`src/rtl/pc_fetch_ctrl_pkg.sv`:
```
// Shared definitions for the fetch-stage PC controller.
//  - DEF_RESET_PC / DEF_CNT_W : default parameter values
//  - npc_sel_e                : next-PC source encoding (0 +4, 1 br, 2 jal, 3 jr)
//  - sel_rank                 : priority rank of a source (higher wins)
package pc_fetch_ctrl_pkg;

  localparam int unsigned DEF_PC_W     = 32;
  localparam logic [31:0] DEF_RESET_PC = 32'h0000_3000;
  localparam int unsigned DEF_CNT_W    = 16;

  typedef enum logic [1:0] {
    SEL_SEQ = 2'd0,
    SEL_BR  = 2'd1,
    SEL_JAL = 2'd2,
    SEL_JR  = 2'd3
  } npc_sel_e;

  // Encodings are ordered so that the rank is the encoding itself: jr > jal > br > +4.
  function automatic logic [1:0] sel_rank(input npc_sel_e s);
    return 2'(s);
  endfunction

endpackage

```
`src/rtl/pc_fetch_ctrl_npc_prio_sel.sv`:
```
// Combinational priority pick among the three D-stage redirect requests.
// Ports:
//  br_req/br_tgt, jal_req/jal_tgt, jr_req/jr_tgt : request pulses and targets
//  win_vld  : at least one request is live
//  win_sel  : winning source (jr > jal > br)
//  win_tgt  : winning target with bits [1:0] cleared
//  misalign : winning target had nonzero bits [1:0]
//  multi    : two or more requests live at once
module pc_fetch_ctrl_npc_prio_sel
  import pc_fetch_ctrl_pkg::*;
#(
  parameter int unsigned PC_W = DEF_PC_W
) (
  input  logic            br_req,
  input  logic [PC_W-1:0] br_tgt,
  input  logic            jal_req,
  input  logic [PC_W-1:0] jal_tgt,
  input  logic            jr_req,
  input  logic [PC_W-1:0] jr_tgt,
  output logic            win_vld,
  output npc_sel_e        win_sel,
  output logic [PC_W-1:0] win_tgt,
  output logic            misalign,
  output logic            multi
);

  logic [PC_W-1:0] raw_tgt;

  always_comb begin
    win_sel = SEL_SEQ;
    raw_tgt = '0;
    if (jr_req) begin
      win_sel = SEL_JR;
      raw_tgt = jr_tgt;
    end else if (jal_req) begin
      win_sel = SEL_JAL;
      raw_tgt = jal_tgt;
    end else if (br_req) begin
      win_sel = SEL_BR;
      raw_tgt = br_tgt;
    end
    win_vld  = br_req | jal_req | jr_req;
    misalign = win_vld && (raw_tgt[1:0] != 2'b00);
    win_tgt  = {raw_tgt[PC_W-1:2], 2'b00};
    multi    = (2'(br_req) + 2'(jal_req) + 2'(jr_req)) >= 2'd2;
  end

endmodule

```
`src/rtl/pc_fetch_ctrl.sv`:
```
// Fetch-stage PC register with redirect arbitration and stall buffering.
// Ports:
//  clk, reset                : clock, async active-high reset
//  stall_F                   : hold PC this cycle
//  br/jal/jr_req_D, *_tgt_D  : one-cycle redirect requests from D
//  pc_F, pc_plus4_F          : current fetch PC and PC+4
//  npc_sel                   : source loading pc_F at the coming edge (combinational)
//  pend_vld                  : a redirect is buffered awaiting stall release
//  align_err, multi_err      : sticky error flags
//  redir_cnt                 : saturating count of applied redirects
module pc_fetch_ctrl
  import pc_fetch_ctrl_pkg::*;
#(
  parameter int unsigned     PC_W     = DEF_PC_W,
  parameter logic [PC_W-1:0] RESET_PC = DEF_RESET_PC,
  parameter int unsigned     CNT_W    = DEF_CNT_W
) (
  input  logic             clk,
  input  logic             reset,
  input  logic             stall_F,
  input  logic             br_req_D,
  input  logic [PC_W-1:0]  br_tgt_D,
  input  logic             jal_req_D,
  input  logic [PC_W-1:0]  jal_tgt_D,
  input  logic             jr_req_D,
  input  logic [PC_W-1:0]  jr_tgt_D,
  output logic [PC_W-1:0]  pc_F,
  output logic [PC_W-1:0]  pc_plus4_F,
  output logic [1:0]       npc_sel,
  output logic             pend_vld,
  output logic             align_err,
  output logic             multi_err,
  output logic [CNT_W-1:0] redir_cnt
);

  typedef enum logic {RUN = 1'b0, PEND = 1'b1} state_e;

  state_e          state_q, state_nxt;
  logic [PC_W-1:0] pend_tgt_q, pend_tgt_nxt;
  npc_sel_e        pend_sel_q, pend_sel_nxt;
  logic [PC_W-1:0] pc_nxt;
  logic [CNT_W-1:0] cnt_nxt;
  npc_sel_e        sel_c;
  logic            redirect, align_set, live_wins;

  logic            win_vld, misalign, multi;
  npc_sel_e        win_sel;
  logic [PC_W-1:0] win_tgt;

  pc_fetch_ctrl_npc_prio_sel #(.PC_W(PC_W)) u_prio (
    .br_req   (br_req_D),
    .br_tgt   (br_tgt_D),
    .jal_req  (jal_req_D),
    .jal_tgt  (jal_tgt_D),
    .jr_req   (jr_req_D),
    .jr_tgt   (jr_tgt_D),
    .win_vld  (win_vld),
    .win_sel  (win_sel),
    .win_tgt  (win_tgt),
    .misalign (misalign),
    .multi    (multi)
  );

  assign pc_plus4_F = pc_F + PC_W'(4);
  assign pend_vld   = (state_q == PEND);
  assign npc_sel    = sel_c;

  // Live request displaces the buffered one on equal or higher rank.
  assign live_wins = win_vld && (sel_rank(win_sel) >= sel_rank(pend_sel_q));

  // Next-state, next-PC and pend-register selection.
  always_comb begin
    state_nxt    = state_q;
    pc_nxt       = pc_F;
    pend_tgt_nxt = pend_tgt_q;
    pend_sel_nxt = pend_sel_q;
    sel_c        = SEL_SEQ;
    redirect     = 1'b0;
    align_set    = 1'b0;
    case (state_q)
      RUN: begin
        if (!stall_F) begin
          if (win_vld) begin
            pc_nxt    = win_tgt;
            sel_c     = win_sel;
            redirect  = 1'b1;
            align_set = misalign;
          end else begin
            pc_nxt = pc_F + PC_W'(4);
          end
        end else if (win_vld) begin
          pend_tgt_nxt = win_tgt;
          pend_sel_nxt = win_sel;
          align_set    = misalign;
          state_nxt    = PEND;
        end
      end
      PEND: begin
        if (stall_F) begin
          if (live_wins) begin
            pend_tgt_nxt = win_tgt;
            pend_sel_nxt = win_sel;
            align_set    = misalign;
          end
        end else begin
          if (live_wins) begin
            pc_nxt    = win_tgt;
            sel_c     = win_sel;
            align_set = misalign;
          end else begin
            pc_nxt = pend_tgt_q;
            sel_c  = pend_sel_q;
          end
          redirect  = 1'b1;
          state_nxt = RUN;
        end
      end
      default: state_nxt = RUN;
    endcase
    cnt_nxt = redir_cnt;
    if (redirect && (redir_cnt != {CNT_W{1'b1}})) cnt_nxt = redir_cnt + CNT_W'(1);
  end

  // State, PC, pend register, sticky flags and counter.
  always_ff @(posedge clk or posedge reset) begin
    if (reset) begin
      state_q    <= RUN;
      pc_F       <= RESET_PC;
      pend_tgt_q <= '0;
      pend_sel_q <= SEL_SEQ;
      align_err  <= 1'b0;
      multi_err  <= 1'b0;
      redir_cnt  <= '0;
    end else begin
      state_q    <= state_nxt;
      pc_F       <= pc_nxt;
      pend_tgt_q <= pend_tgt_nxt;
      pend_sel_q <= pend_sel_nxt;
      align_err  <= align_err | align_set;
      multi_err  <= multi_err | multi;
      redir_cnt  <= cnt_nxt;
    end
  end

endmodule

```
`config.mk`:
```
export PLATFORM = sky130hd
export DESIGN_NAME = pc_fetch_ctrl
export DESIGN_NICKNAME = d
export VERILOG_FILES = /design/src/rtl/pc_fetch_ctrl_pkg.sv /design/src/rtl/pc_fetch_ctrl_npc_prio_sel.sv /design/src/rtl/pc_fetch_ctrl.sv
export SDC_FILE = /design/constraint.sdc
export NUM_CORES = 1
export LEC_CHECK = 0
export BUFFER_PORTS_ARGS = -buffer_cell sky130_fd_sc_hd__buf_2
export CAP_MARGIN = 20
export CORE_ASPECT_RATIO = 2
export CORE_UTILIZATION = 47
export CTS_CLUSTER_SIZE = 10
export DETAILED_ROUTE_END_ITERATION = 8
export GPL_TIMING_DRIVEN = 0
export PLACE_DENSITY = 0.84
export REMOVE_ABC_BUFFERS = 1
export SLEW_MARGIN = 10
export SYNTH_ARGS = -nofsm -noshare
export SYNTH_HDL_FRONTEND = slang
export SYNTH_SLANG_ARGS = --single-unit
export TNS_END_PERCENT = 30
```
`constraint.sdc`:
```
create_clock -name clk -period 2.4 [get_ports clk]
set_input_delay 0.12 -clock clk [delete_from_list [all_inputs] [get_ports clk]]
set_output_delay 0.12 -clock clk [all_outputs]
set_load 0.01 [all_outputs]
```
[Word-level counts from Yosys, hierarchy flattened]
Cells that the tools add are included.
Word-level totals
  word-level logic and storage cells: 64
  input port bits: 102
  output and inout port bits: 85
  flip-flop bits (word level): 85
Cells by class
  add/sub/neg operators: 4
  $lt $le $gt $ge: 2
  equal/unequal tests: 6
  bitwise gates (word level): 5
  multiplexer cells: 34
  reduce and logical (&&, ||, !) cells: 6
Operators by type and width (number)
  two-way mux 32 bit: 10
  one-hot mux 32 bit (2 select lines): 2
  adder 32 x 3 -> 32 bit, second input constant: 1
  two-way mux 2 bit: 9
  adder 16 x 1 -> 16 bit, second input constant: 1
  inequality test 16 bit, second input constant: 1
  inequality test 2 bit, second input constant: 5
  two-way mux 1 bit: 8
  one-hot mux 2 bit (2 select lines): 2
  one-hot mux 1 bit (2 select lines): 3
  OR 1 bit: 4
  logical AND 1 bit: 3
  AND reduction 3 bit: 1
  adder 1 x 1 -> 2 bit: 1
  adder 2 x 1 -> 2 bit: 1
  greater-or-equal comparator 2 bit: 1
  greater-or-equal comparator 2 bit, second input constant: 1
  AND reduction 2 bit: 1
  nonzero test 2 bit: 1
  inverter 1 bit: 1

[Depth between registers and ports, before layout]
Gate-level depths: netlist of the first run.
  word-level depth: 8
  gate-level depth with buffers: 13
  gate-level depth less buffers: 8

[Hierarchy]
From an unflattened synthesis of the first run, not the netlist that was laid out.
Second synthesis, totals
  cells, all modules: 640
  area, all modules: 5900.7 um^2
Modules (own cells, without submodules)
  pc_fetch_ctrl: times used 1, sequential area each 2129.5 um^2, area each 4972.3 um^2, cells each 489
  pc_fetch_ctrl_npc_prio_sel: times used 1, sequential area each 0.0 um^2, area each 928.4 um^2, cells each 151

[Worst setup path after synthesis of the first run]
OpenSTA, ideal clock, no wires.
  path kind: input to register
  from: in jr_req_D
  to: reg pc_F[11]
  data arrival time: 2460 ps
  setup time: 126 ps
  data required time: 2274 ps
  stages on the path: 11
  path buffers: 4
  setup slack: -186 ps
  cells stage by stage: buf_2 -> clkbuf_1 -> buf_1 -> nor2_1 -> inv_1 -> ha_1 -> and4bb_2 -> o31ai_1 -> buf_4 -> mux2_1 -> a221o_1
On the way
  longest elaborated chain between the ends: 6
  elaborated cells between the ends (all ways): 10
  those cells by class: 1 x order compare; 7 x mux; 1 x bitwise; 1 x reduce/logical
Ends and longest elaborated chain
  start: declaration: line pc_fetch_ctrl.sv:25  | input logic jr_req_D,
  two-way mux 2 bit: line pc_fetch_ctrl_npc_prio_sel.sv:32  | if (jr_req) begin
  greater-or-equal comparator 2 bit: line pc_fetch_ctrl.sv:69  | assign live_wins = win_vld && (sel_rank(win_sel) >= sel_rank(pend_sel_q));
  logical AND 1 bit: line pc_fetch_ctrl.sv:69
  two-way mux 32 bit
  two-way mux 32 bit: line pc_fetch_ctrl.sv:99  | if (stall_F) begin
  one-hot mux 32 bit (2 select lines) (*): line pc_fetch_ctrl.sv:80  | case (state_q)
  end signal: assignment: line pc_fetch_ctrl.sv:136  | pc_F <= pc_nxt;
  end: declaration: line pc_fetch_ctrl.sv:27  | output logic [PC_W-1:0] pc_F,
Every way passes the cells marked *; elsewhere a longest branch is shown, timed or not. The select of a mux whose other input is x is not followed.
A chain may end at the register's enable or synchronous reset.

[Worst setup path after layout of the first run]
  from: reg pc_F[12]
  to: out pc_plus4_F[31]
On the way
  longest elaborated chain between the ends: 1
Ends and longest elaborated chain
  adder 32 x 3 -> 32 bit: line pc_fetch_ctrl.sv:64  | assign pc_plus4_F = pc_F + PC_W'(4);
  end: declaration: line pc_fetch_ctrl.sv:28  | output logic [PC_W-1:0] pc_plus4_F,
No other way between the ends.

==> run_results.csv, run 1 <==
group,metric,value,unit
clock_network,cts_made_buffers,9,
yosys,synth-edff-count,0,
yosys,ys_ff_latch,85,
yosys,syn_area,0.00575,sq mm
flow_run,max_cap_violations,0,
setup_path,critPathMaxFanout,6,
setup_path,r2r-start,"pend_vld",
setup_path,r2r_slack,90,ps
setup_path,crit_buf_inv,1,
die,initial_core_util,48.6,%
finish,final_core_util,61.2,%
setup_path,worstSetupPathType,"flop to output pin",
clock_network,cts.sinks,85,
global_routing,grt_pass1_vias,5864,
setup_path,cp-startpoint,"pc_F[12]",
setup_path,cpPeakStageDelay,590,ps
clock_network,cts_tree,"built",
die,die_h,158,um
run_status,status,"complete, no violations",
timing,fin_skew,5.56,ps
route,avgViaCountPerCell,6.04,
setup_path,arrival,2260,ps
global_routing,antenna_found_initial,0,
clock_network,clk_latency,350,ps
clock_network,htreeDepth,3,
placed_design,dp_cells,981,
timing,final.period_utilization,99.4,%
route,drc,0,
finish,area_delta_synth_final,26.1,%
finish,num_antenna_cells,0,
placed_design,place_ws,-834,ps
placed_design,portBuffers,186,
clock_network,path_clk_slew,60,ps
setup_path,crit_chain,"and4_1, nand4_1, nor4_4, xor2_1, buf_2",
timing,min_period,2380,ps
power_and_ir_drop,power_density,722,mW/mm^2
global_routing,grt_max_degree,60,
setup_path,end_kind,"output pin",
setup_path,crit_end,"pc_plus4_F[31]",
die,die-area,0.0127,sq mm
timing,setup_viol,0,
timing,setup_tns,0,ps
timing,final_hold_viol_count,0,
timing,rsz0062_at_grt,"yes",
placed_design,dp_hpwl,13300,um
setup_path,r2r-end,"redir_cnt[1]",
yosys,synth_cell_type_count,70,
setup_path,crit_cells,5,
finish,layout-drive-gt1-share,31.3,%
timing,tightest_slew,847,ps
die,die_w,80.2,um
yosys,syn_area_per_cell,8.30,sq um
setup_path,cp-start-kind,"flop",
yosys,ys_async_sr_fraction,100,%
global_routing,gr-usage-all-layers,30.1,%
die,io_pins,187,
die,core,0.0118,sq mm
route,avgRoutedWirePerCell,18.8,um
power_and_ir_drop,peakVddDrop,0.000483,V
yosys,synthCells,693,
route,totalWireLength,18900,um
route,final_antenna_net_count,0,
timing,drv_slew,0,
setup_path,cp.required,2280,ps
clock_network,clk_path_buf_depth,2,
route,dr_total_vias,6086,
global_routing,overflow,0,
yosys,seq_area_frac_synth,37.0,%
route,drt-pass1-iter-count,5,
die,row_count,56,
timing,relSlewSlack,43.5,%
global_routing,grt_pass1_wl,28800,um
timing,max_freq,419,MHz
finish,final_cells,1007,
clock_network,root_buffer,"clkbuf_16",
setup_path,crit_path_top_delay_cell,"dfstp_2",
setup_path,ff2ff_path_depth,4,
placed_design,gp_congestion,0.876,
worst_hold_path,min_path_type,"input port to flop",
yosys,synth_warnings,0,
setup_path,crit_family,"simple AND/OR/NAND/NOR gates",
power_and_ir_drop,p_total,5240,uW
yosys,ys.flop_type,"dfrtp_1",
timing,worst_slack,15.3,ps
power_and_ir_drop,p_leak,0.00345,uW
finish,nets,963,
route,drt_iter0_drc,516,
-- layout by cell type (no fill, tap or decap), types with 4 or more instances in the layout --
cell,n
nand3_1,19
a221o_1,7
nor3_1,8
or2_2,5
dfrtp_2,7
buf_8,4
xnor2_1,24
o22ai_1,8
a222oi_1,5
nand4_1,12
clkbuf_16,9
and3_1,9
mux2i_1,17
buf_4,9
and2_1,9
nor2b_1,6
a22oi_1,17
dfrtp_1,75
nand3b_1,5
buf_2,183
o21ai_0,40
nor2_1,47
a211oi_1,5
o21ai_1,8
o221ai_1,4
nand2_1,137
a21oi_1,20
nor4_4,4
a221oi_1,11
a31oi_1,13
inv_1,26
and4_1,9
xor2_1,11
-- repair_timing --
action                                  CTS  global route
endpoints found under the hold margin    36             0
endpoints found under the setup margin   81            29
hold buffers                              1             0
resized for setup                        21            13
setup buffers                             1             8
pin swaps                                 3             7
-- worst reg2reg max path: stages (launching register included) --
cell	delay [ps]
dfrtp_4	650
or4_4	690
nand2_1	260
a31o_2	260
mux2_2	350
-- worst min path at each step --
| stage | start | to | slack, ps | cells past startpoint |
|---|---|---|---|---|
| 2_1_floorplan | stall_F | pc_F[13] | 200 | 1 |
| 4_1_cts | jr_tgt_D[1] | align_err | 100 | 3 |
| 3_5_place_dp | reset | pc_F[29] | 200 | 2 |
| 3_3_place_gp | jr_tgt_D[26] | pend_tgt_q[26] | 430 | 3 |
| 5_1_grt | jr_tgt_D[1] | align_err | 110 | 3 |
| 6_report | jr_tgt_D[1] | align_err | 100 | 3 |
-- sequential cells by signal, summed over array words and instances (netlist names) --
name	count
pc_F	32
pend_tgt_q	32
redir_cnt	16
pend_sel_q	2
align_err	1
multi_err	1
pend_vld	1
-- metal layers --
metal | wire length [um] | vias to the layer above | global-route usage (%)
met1 | 6740 | 2892 | 32.1
met5 | 0 | - | 0
met4 | 863 | 0 | 19.2
li1 | - | 2826 | -
met2 | 10000 | 309 | 53.6
met3 | 1290 | 59 | 4.93
-- through the flow --
step           cell area [sq um]  hold slack (ps)
3_3_place_gp                6630              433
3_5_place_dp                6750              202
6_report                    7250             96.5
4_1_cts                     7130             96.7
2_1_floorplan               5520              195
5_1_grt                     7250              105
-- final cells by class --
class / instances / area, sq um
flip-flops and latches: 85 / 2140
clock inverters: 6 / 63.8
clock buffers: 10 / 229
inverters: 27 / 104
repair buffers: 202 / 1120
well taps: 145 / 181
multi-input cells: 532 / 3410
fillers: 1058 / 4590
-- logic make-up (layout without fill, tap and decap cells) --
| logic type | after synthesis | in the layout | share of synthesized area [%] |
|---|---|---|---|
| multiplexers | 22 | 22 | 3.94 |
| XOR/XNOR | 36 | 36 | 5.48 |
| AND/OR/NAND/NOR | 302 | 302 | 26.5 |
| adder cells (fa/ha/maj) | 4 | 4 | 0.870 |
| buffers and inverters | 76 | 245 | 5.85 |
| AO/OA/AOI/OAI | 168 | 168 | 20.4 |
| flip-flops | 85 | 85 | 37.0 |
-- Yosys cell counts, types with 11 or more instances --
cell | number | share of area (%)
a21oi_1 | 20 | 1.7
a221oi_1 | 11 | 1.7
a22oi_1 | 17 | 2.2
a31oi_1 | 13 | 1.4
buf_2 | 22 | 1.9
clkbuf_1 | 17 | 1.1
dfrtp_1 | 83 | 36
inv_1 | 27 | 1.8
mux2i_1 | 17 | 3.0
nand2_1 | 138 | 9.0
nand3_1 | 20 | 1.7
nand4_1 | 12 | 1.3
nor2_1 | 48 | 3.1
o21ai_0 | 40 | 3.5
xnor2_1 | 25 | 3.8
xor2_1 | 11 | 1.7
-- power by group --
group | internal (uW) | leakage (uW) | switching [uW]
Clock | 805 | 0.000138 | 595
Combinational | 745 | 0.00229 | 1000
Sequential | 1720 | 0.00103 | 370
No activity file was read; power rests on OpenSTA's default activity.
==> inputs of run 2 (changes only) <==
--- a/config.mk
+++ b/config.mk
@@ -6,7 +6,7 @@
 export NUM_CORES = 1
 export LEC_CHECK = 0
 export BUFFER_PORTS_ARGS = -buffer_cell sky130_fd_sc_hd__buf_2
-export CAP_MARGIN = 20
+export CAP_MARGIN = 30
 export CORE_ASPECT_RATIO = 2
 export CORE_UTILIZATION = 47
 export CTS_CLUSTER_SIZE = 10
@@ -14,6 +14,7 @@
 export GPL_TIMING_DRIVEN = 0
 export PLACE_DENSITY = 0.84
 export REMOVE_ABC_BUFFERS = 1
+export SETUP_SLACK_MARGIN = 0.1
 export SLEW_MARGIN = 10
 export SYNTH_ARGS = -nofsm -noshare
 export SYNTH_HDL_FRONTEND = slang
==> run_results.csv, run 2 (same netlist as run 1, synthesis figures left out) <==
group,metric,value,unit
run_status,status,"complete, no violations",
clock_network,path_clk_slew,60,ps
setup_path,r2r_slack,140,ps
clock_network,root_buffer,"clkbuf_16",
setup_path,crit_buf_inv,1,
power_and_ir_drop,power_density,745,mW/mm^2
finish,multiInputGateArea,0.00347,sq mm
global_routing,grt_max_degree,51,
setup_path,r2r-start,"pend_sel_q[1]",
die,core,0.0118,sq mm
route,dr_total_vias,6204,
global_routing,gr-usage-all-layers,30.9,%
setup_path,crit_chain,"and4_1, nand4_1, o31a_1, or2_2, buf_2",
die,row_count,56,
timing,min_period,2320,ps
global_routing,overflow,0,
placed_design,dp_hpwl,13500,um
setup_path,r2r-end,"pc_F[20]",
global_routing,grt_pass1_vias,5987,
die,die-area,0.0127,sq mm
clock_network,clk_latency,350,ps
timing,setup_viol,0,
power_and_ir_drop,peakVddDrop,0.000648,V
finish,final_cells,1020,
setup_path,end_kind,"output pin",
setup_path,arrival,2200,ps
die,die_h,158,um
timing,final.period_utilization,96.5,%
die,initial_core_util,48.6,%
timing,worst_slack,84.2,ps
route,drt_iter0_drc,554,
timing,rsz0062_at_grt,"yes",
finish,reg_top3,"pc_F: 32 flops, pend_tgt_q: 32 flops, redir_cnt: 16 flops",
flow_run,max_cap_violations,0,
clock_network,clk_path_buf_depth,2,
route,drc,0,
finish,nets,976,
finish,area_delta_synth_final,30.5,%
clock_network,cts_tree,"built",
placed_design,gp_congestion,0.876,
finish,layout-drive-gt1-share,33.7,%
die,die_w,80.2,um
setup_path,crit_path_top_delay_cell,"dfrtp_2",
global_routing,grt_pass1_wl,29700,um
timing,fin_skew,4.36,ps
setup_path,crit_family,"simple AND/OR/NAND/NOR gates",
setup_path,cpPeakStageDelay,490,ps
clock_network,cts.sinks,85,
global_routing,grtUsageMet2,54.3,%
finish,final_common_cell,"buf_2",
worst_hold_path,min_path_type,"input port to flop",
route,avgRoutedWirePerCell,19.0,um
timing,max_freq,432,MHz
placed_design,dp_cells,983,
route,final_antenna_net_count,0,
placed_design,place_ws,-808,ps
die,io_pins,187,
finish,seq_area,0.00214,sq mm
setup_path,cp-start-kind,"flop",
worst_hold_path,hold-path-endpoint,"align_err",
setup_path,critPathMaxFanout,9,
global_routing,gr-usage-met1,33.1,%
finish,final_cell_mix,"183 x buf_2, 136 x nand2_1, 73 x dfrtp_1",
timing,whs,92.9,ps
worst_hold_path,hold_depth,3,
global_routing,busiest_layer,"met2",
worst_hold_path,min_from,"jr_tgt_D[1]",
route,avgViaCountPerCell,6.08,
route,drt-pass1-iter-count,6,
finish,final_core_util,63.4,%
global_routing,antenna_found_initial,0,
timing,final_hold_viol_count,0,
placed_design,portBuffers,186,
timing,tightest_slew,867,ps
setup_path,ff2ff_path_depth,9,
finish,fillCellCount,1009,
setup_path,cp.required,2280,ps
clock_network,htreeDepth,3,
timing,drv_slew,0,
clock_network,cts_made_buffers,9,
global_routing,grt_use_met3,5.33,%
timing,relSlewSlack,42.1,%
finish,num_antenna_cells,0,
setup_path,cp-startpoint,"pc_F[4]",
route,totalWireLength,19400,um
setup_path,worstSetupPathType,"flop to output pin",
power_and_ir_drop,p_leak,0.00356,uW
[run 2: how the worst max path moves through the flow]
| stage | endpoint | cells past startpoint | slack, ps |
|---|---|---|---|
| after floorplan | pend_tgt_q[6] | 6 | -1450 |
| after global placement | pend_tgt_q[6] | 8 | -4190 |
| after detailed placement | pend_tgt_q[6] | 8 | -810 |
| after CTS | pc_plus4_F[24] | 5 | 30 |
| after global routing | pc_plus4_F[15] | 6 | 20 |
| final | pc_plus4_F[23] | 5 | 80 |
[run 2: where the power goes]
group	switching [uW]	leakage, uW	internal (uW)
sequential	375	0.00103	1730
combinational	1050	0.00237	816
clock	608	0.000163	1020
total	2030	0.00356	3560
[run 2: per-stage QoR]
| stage | cell area [sq um] | TNS (ps) | total power (uW) |
|---|---|---|---|
| 2_1_floorplan | 5520 | -50530 | 3000 |
| 5_1_grt | 7500 | 0 | 5840 |
| 3_5_place_dp | 6810 | -37950 | 3800 |
| 6_report | 7500 | 0 | 5590 |
| 3_3_place_gp | 6630 | -273960 | 3680 |
| 4_1_cts | 7320 | 0 | 5480 |
[run 2: what timing repair did]
action	4_1_cts	5_1_grt
hold buffers	1	0
resized for setup	34	19
setup endpoints to repair	72	43
hold endpoints to repair	36	0
pin swaps	9	9
cloned	0	0
setup buffers	7	13
[run 2: tightest hold or removal path, cell delays in order]
cell	delay, ps
buf_2	70
or3_1	80
a31o_2	140
[run 2: layout make-up]
| cell class | count | share of cell area [%] |
|---|---|---|
| Inverter | 27 | 1.38 |
| Tap cell | 145 | 2.42 |
| Timing Repair Buffer | 215 | 16.9 |
| Clock inverter | 6 | 1.48 |
| Clock buffer | 10 | 3.05 |
| Sequential cell | 85 | 28.6 |
| Multi-Input combinational cell | 532 | 46.2 |
[run 2: metal layers]
layer,share of wire (%),vias up
met1,35,2935
li1,-,2859
met5,0,-
met4,5.2,0
met3,7.3,78
met2,52,332
